File: config.mk
export PLATFORM = sky130hd
export DESIGN_NAME = trap_ctrl_flat
export DESIGN_NICKNAME = d
export VERILOG_FILES = /design/src/rtl/trap_ctrl_if.sv /design/src/rtl/trap_ctrl.sv /design/src/flat_wrapper.sv
export SDC_FILE = /design/constraint.sdc
export NUM_CORES = 1
export LEC_CHECK = 0
export ABC_AREA = 1
export BUFFER_PORTS_ARGS = -buffer_cell sky130_fd_sc_hd__buf_2
export CORE_ASPECT_RATIO = 0.9
export CORE_MARGIN = 2
export CORE_UTILIZATION = 45
export CTS_CLUSTER_SIZE = 10
export DETAILED_ROUTE_END_ITERATION = 16
export HOLD_SLACK_MARGIN = 0.1
export PLACE_DENSITY = 0.83
export SLEW_MARGIN = 40
export SYNTH_ARGS = -nofsm -noshare
export SYNTH_HDL_FRONTEND = slang
export SYNTH_SLANG_ARGS = --single-unit
File: constraint.sdc
create_clock -name clk -period 3.28 [get_ports clk]
set_clock_uncertainty 0.05 [all_clocks]
set_input_delay 0.164 -clock clk [delete_from_list [all_inputs] [get_ports clk]]
set_output_delay 0.164 -clock clk [all_outputs]
set_load 0.03 [all_outputs]
File: src/rtl/trap_ctrl_if.sv
// Trap sequencer bus: pipeline/CSR-facing signals of trap_ctrl.
// master = trap_ctrl side, slave = pipeline and CSR file side.
interface trap_ctrl_if;
    logic [31:0] pc;
    logic        ei_n;
    logic        ti_n;
    logic        exc_ecall;
    logic        exc_ebreak;
    logic        mret_req;
    logic        pipe_idle;
    logic [31:0] mtvec;
    logic [31:0] mepc;
    logic        mie_meie;
    logic        mie_mtie;
    logic        mstatus_mie;
    logic        mstatus_mpie;
    logic        stall;
    logic        redirect_valid;
    logic [31:0] redirect_addr;
    logic        mepc_we;
    logic [31:0] mepc_wdata;
    logic        mcause_we;
    logic [31:0] mcause_wdata;
    logic        mstatus_we;
    logic        mie_wdata;
    logic        mpie_wdata;
    logic        busy;

    modport master (
        input  pc, ei_n, ti_n, exc_ecall, exc_ebreak, mret_req, pipe_idle,
        input  mtvec, mepc, mie_meie, mie_mtie, mstatus_mie, mstatus_mpie,
        output stall, redirect_valid, redirect_addr,
        output mepc_we, mepc_wdata, mcause_we, mcause_wdata,
        output mstatus_we, mie_wdata, mpie_wdata, busy
    );

    modport slave (
        output pc, ei_n, ti_n, exc_ecall, exc_ebreak, mret_req, pipe_idle,
        output mtvec, mepc, mie_meie, mie_mtie, mstatus_mie, mstatus_mpie,
        input  stall, redirect_valid, redirect_addr,
        input  mepc_we, mepc_wdata, mcause_we, mcause_wdata,
        input  mstatus_we, mie_wdata, mpie_wdata, busy
    );
endinterface

File: src/rtl/trap_ctrl.sv
// Machine-mode trap sequencer: arbitration, drain, CSR save, PC redirect.
// Define TRAP_VECTORED_EN for vectored interrupt dispatch (mtvec[1:0]==01).
module trap_ctrl #(
    parameter logic [31:0] RESET_VEC = 32'h0000_0000
) (
    input  logic        clk,
    input  logic        rst,
    trap_ctrl_if.master bus
);
    localparam logic [2:0] IDLE  = 3'd0;
    localparam logic [2:0] DRAIN = 3'd1;
    localparam logic [2:0] SAVE  = 3'd2;
    localparam logic [2:0] JUMP  = 3'd3;
    localparam logic [2:0] RET   = 3'd4;

    localparam logic [31:0] C_ECALL  = 32'h0000_000B;
    localparam logic [31:0] C_EBREAK = 32'h0000_0003;
    localparam logic [31:0] C_TIMER  = 32'h8000_0007;
    localparam logic [31:0] C_EXT    = 32'h8000_000B;

    logic [2:0]  state;
    logic [2:0]  nxt;
    logic [31:0] cause;
    logic [31:0] nxt_cause;
    logic [31:0] epc;
    logic [31:0] last_addr;
    logic [31:0] trap_base;
    logic [31:0] trap_target;
    logic        ei_s1, ei_s2;
    logic        ti_s1, ti_s2;
    logic        ip_e, ip_t;
    logic        take_trap;
    logic        unused_ok;

    always_ff @(posedge clk or posedge rst) begin
        if (rst) begin
            ei_s1 <= 1'b1;
            ei_s2 <= 1'b1;
            ti_s1 <= 1'b1;
            ti_s2 <= 1'b1;
        end else begin
            ei_s1 <= bus.ei_n;
            ei_s2 <= ei_s1;
            ti_s1 <= bus.ti_n;
            ti_s2 <= ti_s1;
        end
    end

    assign ip_e = ~ei_s2 & bus.mie_meie & bus.mstatus_mie;
    assign ip_t = ~ti_s2 & bus.mie_mtie & bus.mstatus_mie;

    always_comb begin
        nxt       = state;
        nxt_cause = cause;
        take_trap = 1'b0;
        case (state)
            IDLE: begin
                if (bus.exc_ecall) begin
                    nxt_cause = C_ECALL;
                    take_trap = 1'b1;
                end else if (bus.exc_ebreak) begin
                    nxt_cause = C_EBREAK;
                    take_trap = 1'b1;
                end else if (bus.mret_req) begin
                    nxt = RET;
                end else if (ip_t) begin
                    nxt_cause = C_TIMER;
                    take_trap = 1'b1;
                end else if (ip_e) begin
                    nxt_cause = C_EXT;
                    take_trap = 1'b1;
                end
                if (take_trap) nxt = DRAIN;
            end
            DRAIN:   if (bus.pipe_idle) nxt = SAVE;
            SAVE:    nxt = JUMP;
            JUMP:    nxt = IDLE;
            RET:     nxt = IDLE;
            default: nxt = IDLE;
        endcase
    end

    always_ff @(posedge clk or posedge rst) begin
        if (rst) begin
            state <= IDLE;
            cause <= '0;
            epc   <= '0;
        end else begin
            state <= nxt;
            if (take_trap) begin
                cause <= nxt_cause;
                epc   <= {bus.pc[31:2], 2'b00};
            end
        end
    end

    assign trap_base = {bus.mtvec[31:2], 2'b00};

`ifdef TRAP_VECTORED_EN
    // Only interrupts are vectored; synchronous exceptions land on the base.
    assign trap_target = (bus.mtvec[1:0] == 2'b01 && cause[31])
                       ? trap_base + {25'd0, cause[4:0], 2'b00}
                       : trap_base;
    assign unused_ok   = ^bus.pc[1:0];
`else
    assign trap_target = trap_base;
    assign unused_ok   = ^{bus.pc[1:0], bus.mtvec[1:0]};
`endif

    always_ff @(posedge clk or posedge rst) begin
        if (rst) last_addr <= RESET_VEC;
        else if (bus.redirect_valid) last_addr <= bus.redirect_addr;
    end

    assign bus.busy           = (state != IDLE);
    assign bus.stall          = (state != IDLE);
    assign bus.mepc_we        = (state == SAVE);
    assign bus.mcause_we      = (state == SAVE);
    assign bus.mstatus_we     = (state == SAVE) || (state == RET);
    assign bus.redirect_valid = (state == JUMP) || (state == RET);
    assign bus.mepc_wdata     = epc;
    assign bus.mcause_wdata   = cause;
    assign bus.mie_wdata      = (state == RET) & bus.mstatus_mpie;
    assign bus.mpie_wdata     = ((state == SAVE) & bus.mstatus_mie)
                              | (state == RET);
    assign bus.redirect_addr  = (state == JUMP) ? trap_target
                              : (state == RET)  ? bus.mepc
                              : last_addr;
endmodule

File: src/flat_wrapper.sv
// flat-port wrapper written by rule: the top's interface ports become plain ports
module trap_ctrl_flat 
#(
    parameter logic [31:0] RESET_VEC = 32'h0000_0000
)
  (clk, rst, bus_pc, bus_ei_n, bus_ti_n, bus_exc_ecall, bus_exc_ebreak, bus_mret_req, bus_pipe_idle, bus_mtvec, bus_mepc, bus_mie_meie, bus_mie_mtie, bus_mstatus_mie, bus_mstatus_mpie, bus_stall, bus_redirect_valid, bus_redirect_addr, bus_mepc_we, bus_mepc_wdata, bus_mcause_we, bus_mcause_wdata, bus_mstatus_we, bus_mie_wdata, bus_mpie_wdata, bus_busy);
  trap_ctrl_if bus_i ();
  input  logic clk;
  input  logic rst;
  input wire logic [$bits(bus_i.pc)-1:0] bus_pc;
  input wire logic [$bits(bus_i.ei_n)-1:0] bus_ei_n;
  input wire logic [$bits(bus_i.ti_n)-1:0] bus_ti_n;
  input wire logic [$bits(bus_i.exc_ecall)-1:0] bus_exc_ecall;
  input wire logic [$bits(bus_i.exc_ebreak)-1:0] bus_exc_ebreak;
  input wire logic [$bits(bus_i.mret_req)-1:0] bus_mret_req;
  input wire logic [$bits(bus_i.pipe_idle)-1:0] bus_pipe_idle;
  input wire logic [$bits(bus_i.mtvec)-1:0] bus_mtvec;
  input wire logic [$bits(bus_i.mepc)-1:0] bus_mepc;
  input wire logic [$bits(bus_i.mie_meie)-1:0] bus_mie_meie;
  input wire logic [$bits(bus_i.mie_mtie)-1:0] bus_mie_mtie;
  input wire logic [$bits(bus_i.mstatus_mie)-1:0] bus_mstatus_mie;
  input wire logic [$bits(bus_i.mstatus_mpie)-1:0] bus_mstatus_mpie;
  output wire logic [$bits(bus_i.stall)-1:0] bus_stall;
  output wire logic [$bits(bus_i.redirect_valid)-1:0] bus_redirect_valid;
  output wire logic [$bits(bus_i.redirect_addr)-1:0] bus_redirect_addr;
  output wire logic [$bits(bus_i.mepc_we)-1:0] bus_mepc_we;
  output wire logic [$bits(bus_i.mepc_wdata)-1:0] bus_mepc_wdata;
  output wire logic [$bits(bus_i.mcause_we)-1:0] bus_mcause_we;
  output wire logic [$bits(bus_i.mcause_wdata)-1:0] bus_mcause_wdata;
  output wire logic [$bits(bus_i.mstatus_we)-1:0] bus_mstatus_we;
  output wire logic [$bits(bus_i.mie_wdata)-1:0] bus_mie_wdata;
  output wire logic [$bits(bus_i.mpie_wdata)-1:0] bus_mpie_wdata;
  output wire logic [$bits(bus_i.busy)-1:0] bus_busy;
  assign bus_i.pc = bus_pc;
  assign bus_i.ei_n = bus_ei_n;
  assign bus_i.ti_n = bus_ti_n;
  assign bus_i.exc_ecall = bus_exc_ecall;
  assign bus_i.exc_ebreak = bus_exc_ebreak;
  assign bus_i.mret_req = bus_mret_req;
  assign bus_i.pipe_idle = bus_pipe_idle;
  assign bus_i.mtvec = bus_mtvec;
  assign bus_i.mepc = bus_mepc;
  assign bus_i.mie_meie = bus_mie_meie;
  assign bus_i.mie_mtie = bus_mie_mtie;
  assign bus_i.mstatus_mie = bus_mstatus_mie;
  assign bus_i.mstatus_mpie = bus_mstatus_mpie;
  assign bus_stall = bus_i.stall;
  assign bus_redirect_valid = bus_i.redirect_valid;
  assign bus_redirect_addr = bus_i.redirect_addr;
  assign bus_mepc_we = bus_i.mepc_we;
  assign bus_mepc_wdata = bus_i.mepc_wdata;
  assign bus_mcause_we = bus_i.mcause_we;
  assign bus_mcause_wdata = bus_i.mcause_wdata;
  assign bus_mstatus_we = bus_i.mstatus_we;
  assign bus_mie_wdata = bus_i.mie_wdata;
  assign bus_mpie_wdata = bus_i.mpie_wdata;
  assign bus_busy = bus_i.busy;
  trap_ctrl #(.RESET_VEC(RESET_VEC)) u_core (.clk(clk), .rst(rst), .bus(bus_i));
endmodule
==> results by group <==
Finish
  – Final instance area: 0.005455 mm^2
  – Post-route insts no fill: 792
  – Commonest non-fill, non-tap cell in the layout: buf_2
  – Layout Nets: 799
  – P&R area growth vs syn: 57.00%
  – Most frequent cells in the layout: buf_2, nand2_1, dlygate4sd3_1, nand3_1, dfrtp_1
  – Diode count: 0
  – Layout cells sized above 1: 30.60%

CTS
  – Number of CTS-inserted buffers: 9
  – CTS Sinks: 73
  – CTS tree: built
  – Clock latency on the worst-skew pair: 340 ps
  – Setup Fix Bufs, Post-CTS: 0
  – Clock buffer depth: 2
  – CTS root buf: clkbuf_8
  – # H-tree levels: 3
  – Worst-path clk slew: 80 ps

Synthesis
  – Synth unique cells: 20
  – Register area share after synthesis: 52.72%
  – Synth warn: 0
  – Gate Count Post-Synth: 423
  – Flops & latches, synth: 73
  – Post-Syn Area: 0.003475 mm^2
  – Syn Area/Cell: 8.214 um^2

Flow run
  – Max Cap Viol: 0

Worst setup path
  – Req. time, crit path: 3070 ps
  – Crit path kind: reg2out
  – CP endpoint kind: primary output
  – CP Data Arrival Time: 2100 ps
  – Crit Reg-Reg Startpoint: u_core.ei_s2
  – Crit path max fanout: 34
  – Worst-case reg-to-reg path depth: 8
  – Setup crit start: u_core.state[1]
  – Reg-to-reg endpoint: u_core.bus.mepc_wdata[26]
  – Reg-to-reg slack, setup: 990 ps
  – Startpoint Class: flop
  – Crit path capture: bus_redirect_addr[2]

STA
  – Worst Hold Slack: 149.4 ps
  – RSZ-0062 raised after global routing: no
  – Slew Viols, Final: 0
  – Fin. Hold Viols: 0
  – Tmin final: 2317 ps
  – Peak Freq: 0.4316 GHz
  – Setup TNS: 0 ps
  – Rel. slew slack: 56.03%
  – Period utilisation layout: 70.63%
  – Final setup viols: 0
  – Actual slew at the worst max-slew pin: 657.3 ps

Placed design
  – Placed insts: 677
  – # port buffers: 178
  – DP HPWL: 6.261 mm
  – Placer Congestion: 0.8655
  – Area after DPL: 0.004258 mm^2

Worst hold path
  – Hold/Removal Path Class: in2reg
  – Hold Startpoint: bus_mret_req

Global routing
  – First-pass GRT wire length: 18.00 mm
  – Remaining Overflow, GRT: 0
  – Largest net degree at the start of global routing: 40
  – Vias in the first global route: 3762
  – Initial antenna violation count: 0
  – Gr usage total: 26.73%

Power and ir drop
  – Peak supply drop: 0.6577 mV
  – Power per cell area: 1009 mW/mm^2
  – Leakage: 3.101 nW

Die
  – Initial Util: 46.28%
  – Die ar.: 0.008441 mm^2
  – Die H: 87.36 um
  – # rows: 30
  – Die W: 96.63 um
  – Core area: 0.007507 mm^2
  – Io pins: 212

Routing
  – WL final: 11.33 mm
  – Remaining DRCs: 0
  – Vias/cell: 4.967
  – Total number of vias: 3934
  – WL/cell: 14.31 um
  – DRT Pass-1 Iters: 5
  – Antenna viol nets, final: 0
  – Initial DRC count: 137

Status
  – Status: finished clean
state kept, by name (all words and copies together), names as in the netlist:
register                 count
u_core.state                 3
u_core.bus.mcause_wdata      4
u_core.ti_s2                 1
u_core.bus.mepc_wdata       30
u_core.last_addr            32
u_core.ei_s1                 1
u_core.ei_s2                 1
u_core.ti_s1                 1
final cells by class:
cell class              count  area (um^2)
clock buffers              10        137.6
repair buffers            279         1897
flip-flops and latches     73         1832
well taps                  96        120.1
inverters                  15        57.56
fillers                   520         2052
multi-input cells         313         1344
clock inverters             6        67.56
what timing repair did:
action	4_1_cts	5_1_grt
resized for setup	0	0
hold buffers	99	0
hold endpoints to repair	105	0
critical path: stages, from the launching register on:
cell and delay (ps):
dfrtp_1 450, nor2_1 140, nand2_2 120, inv_2 450
nand2_1 220, nand3_1 160, buf_2 210
stage by stage:
stage / utilization [%] / setup slack, ps / power (mW)
6_report: 72.67 / 963.3 / 5.504
5_1_grt: 72.67 / 759.0 / 5.850
4_1_cts: 72.65 / 1006 / 5.422
3_5_place_dp: 56.72 / 1078 / 4.282
3_3_place_gp: 56.72 / 1109 / 4.203
2_1_floorplan: - / 1219 / 3.584
synth_stat cells, drive strengths merged:
cell type / number / area, um^2
a22o: 4 / 35.03
buf: 49 / 344.1
clkbuf: 1 / 3.750
conb: 1 / 3.750
dfrtp: 69 / 1727
dfstp: 4 / 105.1
inv: 15 / 56.31
nand2: 169 / 644.4
nand3: 95 / 475.5
nand4: 2 / 12.51
nor2: 11 / 51.30
o21ai: 2 / 10.00
or2: 1 / 6.260
how the worst min path moves through the flow:
| stage | end | slack [ps] | depth (start not counted) |
|---|---|---|---|
| global placement | u_core.ei_s1 | 220 | 1 |
| global route | u_core.state[2] | 170 | 5 |
| floorplan | u_core.ei_s1 | 120 | 0 |
| finish | u_core.state[2] | 150 | 5 |
| CTS | u_core.bus.mcause_wdata[2] | 140 | 5 |
| detailed placement | u_core.ti_s1 | 220 | 1 |
power breakdown:
part / total, mW / switching (mW) / internal, mW
sequential: 1.49 / 0.184 / 1.31
clock: 0.713 / 0.340 / 0.373
combinational: 3.30 / 2.18 / 1.12
total: 5.50 / 2.71 / 2.80
metal layers:
layer	global-route usage (%)	vias up	share of wire, %
li1	-	1831	-
met3	7.143	31	9.7
met4	10.37	0	2.4
met5	0	-	0
met1	31.17	1829	38
met2	47.66	243	50
cell families after synthesis:
group / share of synthesized area (%)
simple gates: 34.25
compound gates: 1.296
other cells: 0.1079
buf+inv: 11.63
flops: 52.72
Note: power is estimated with default switching activity, not from simulation.
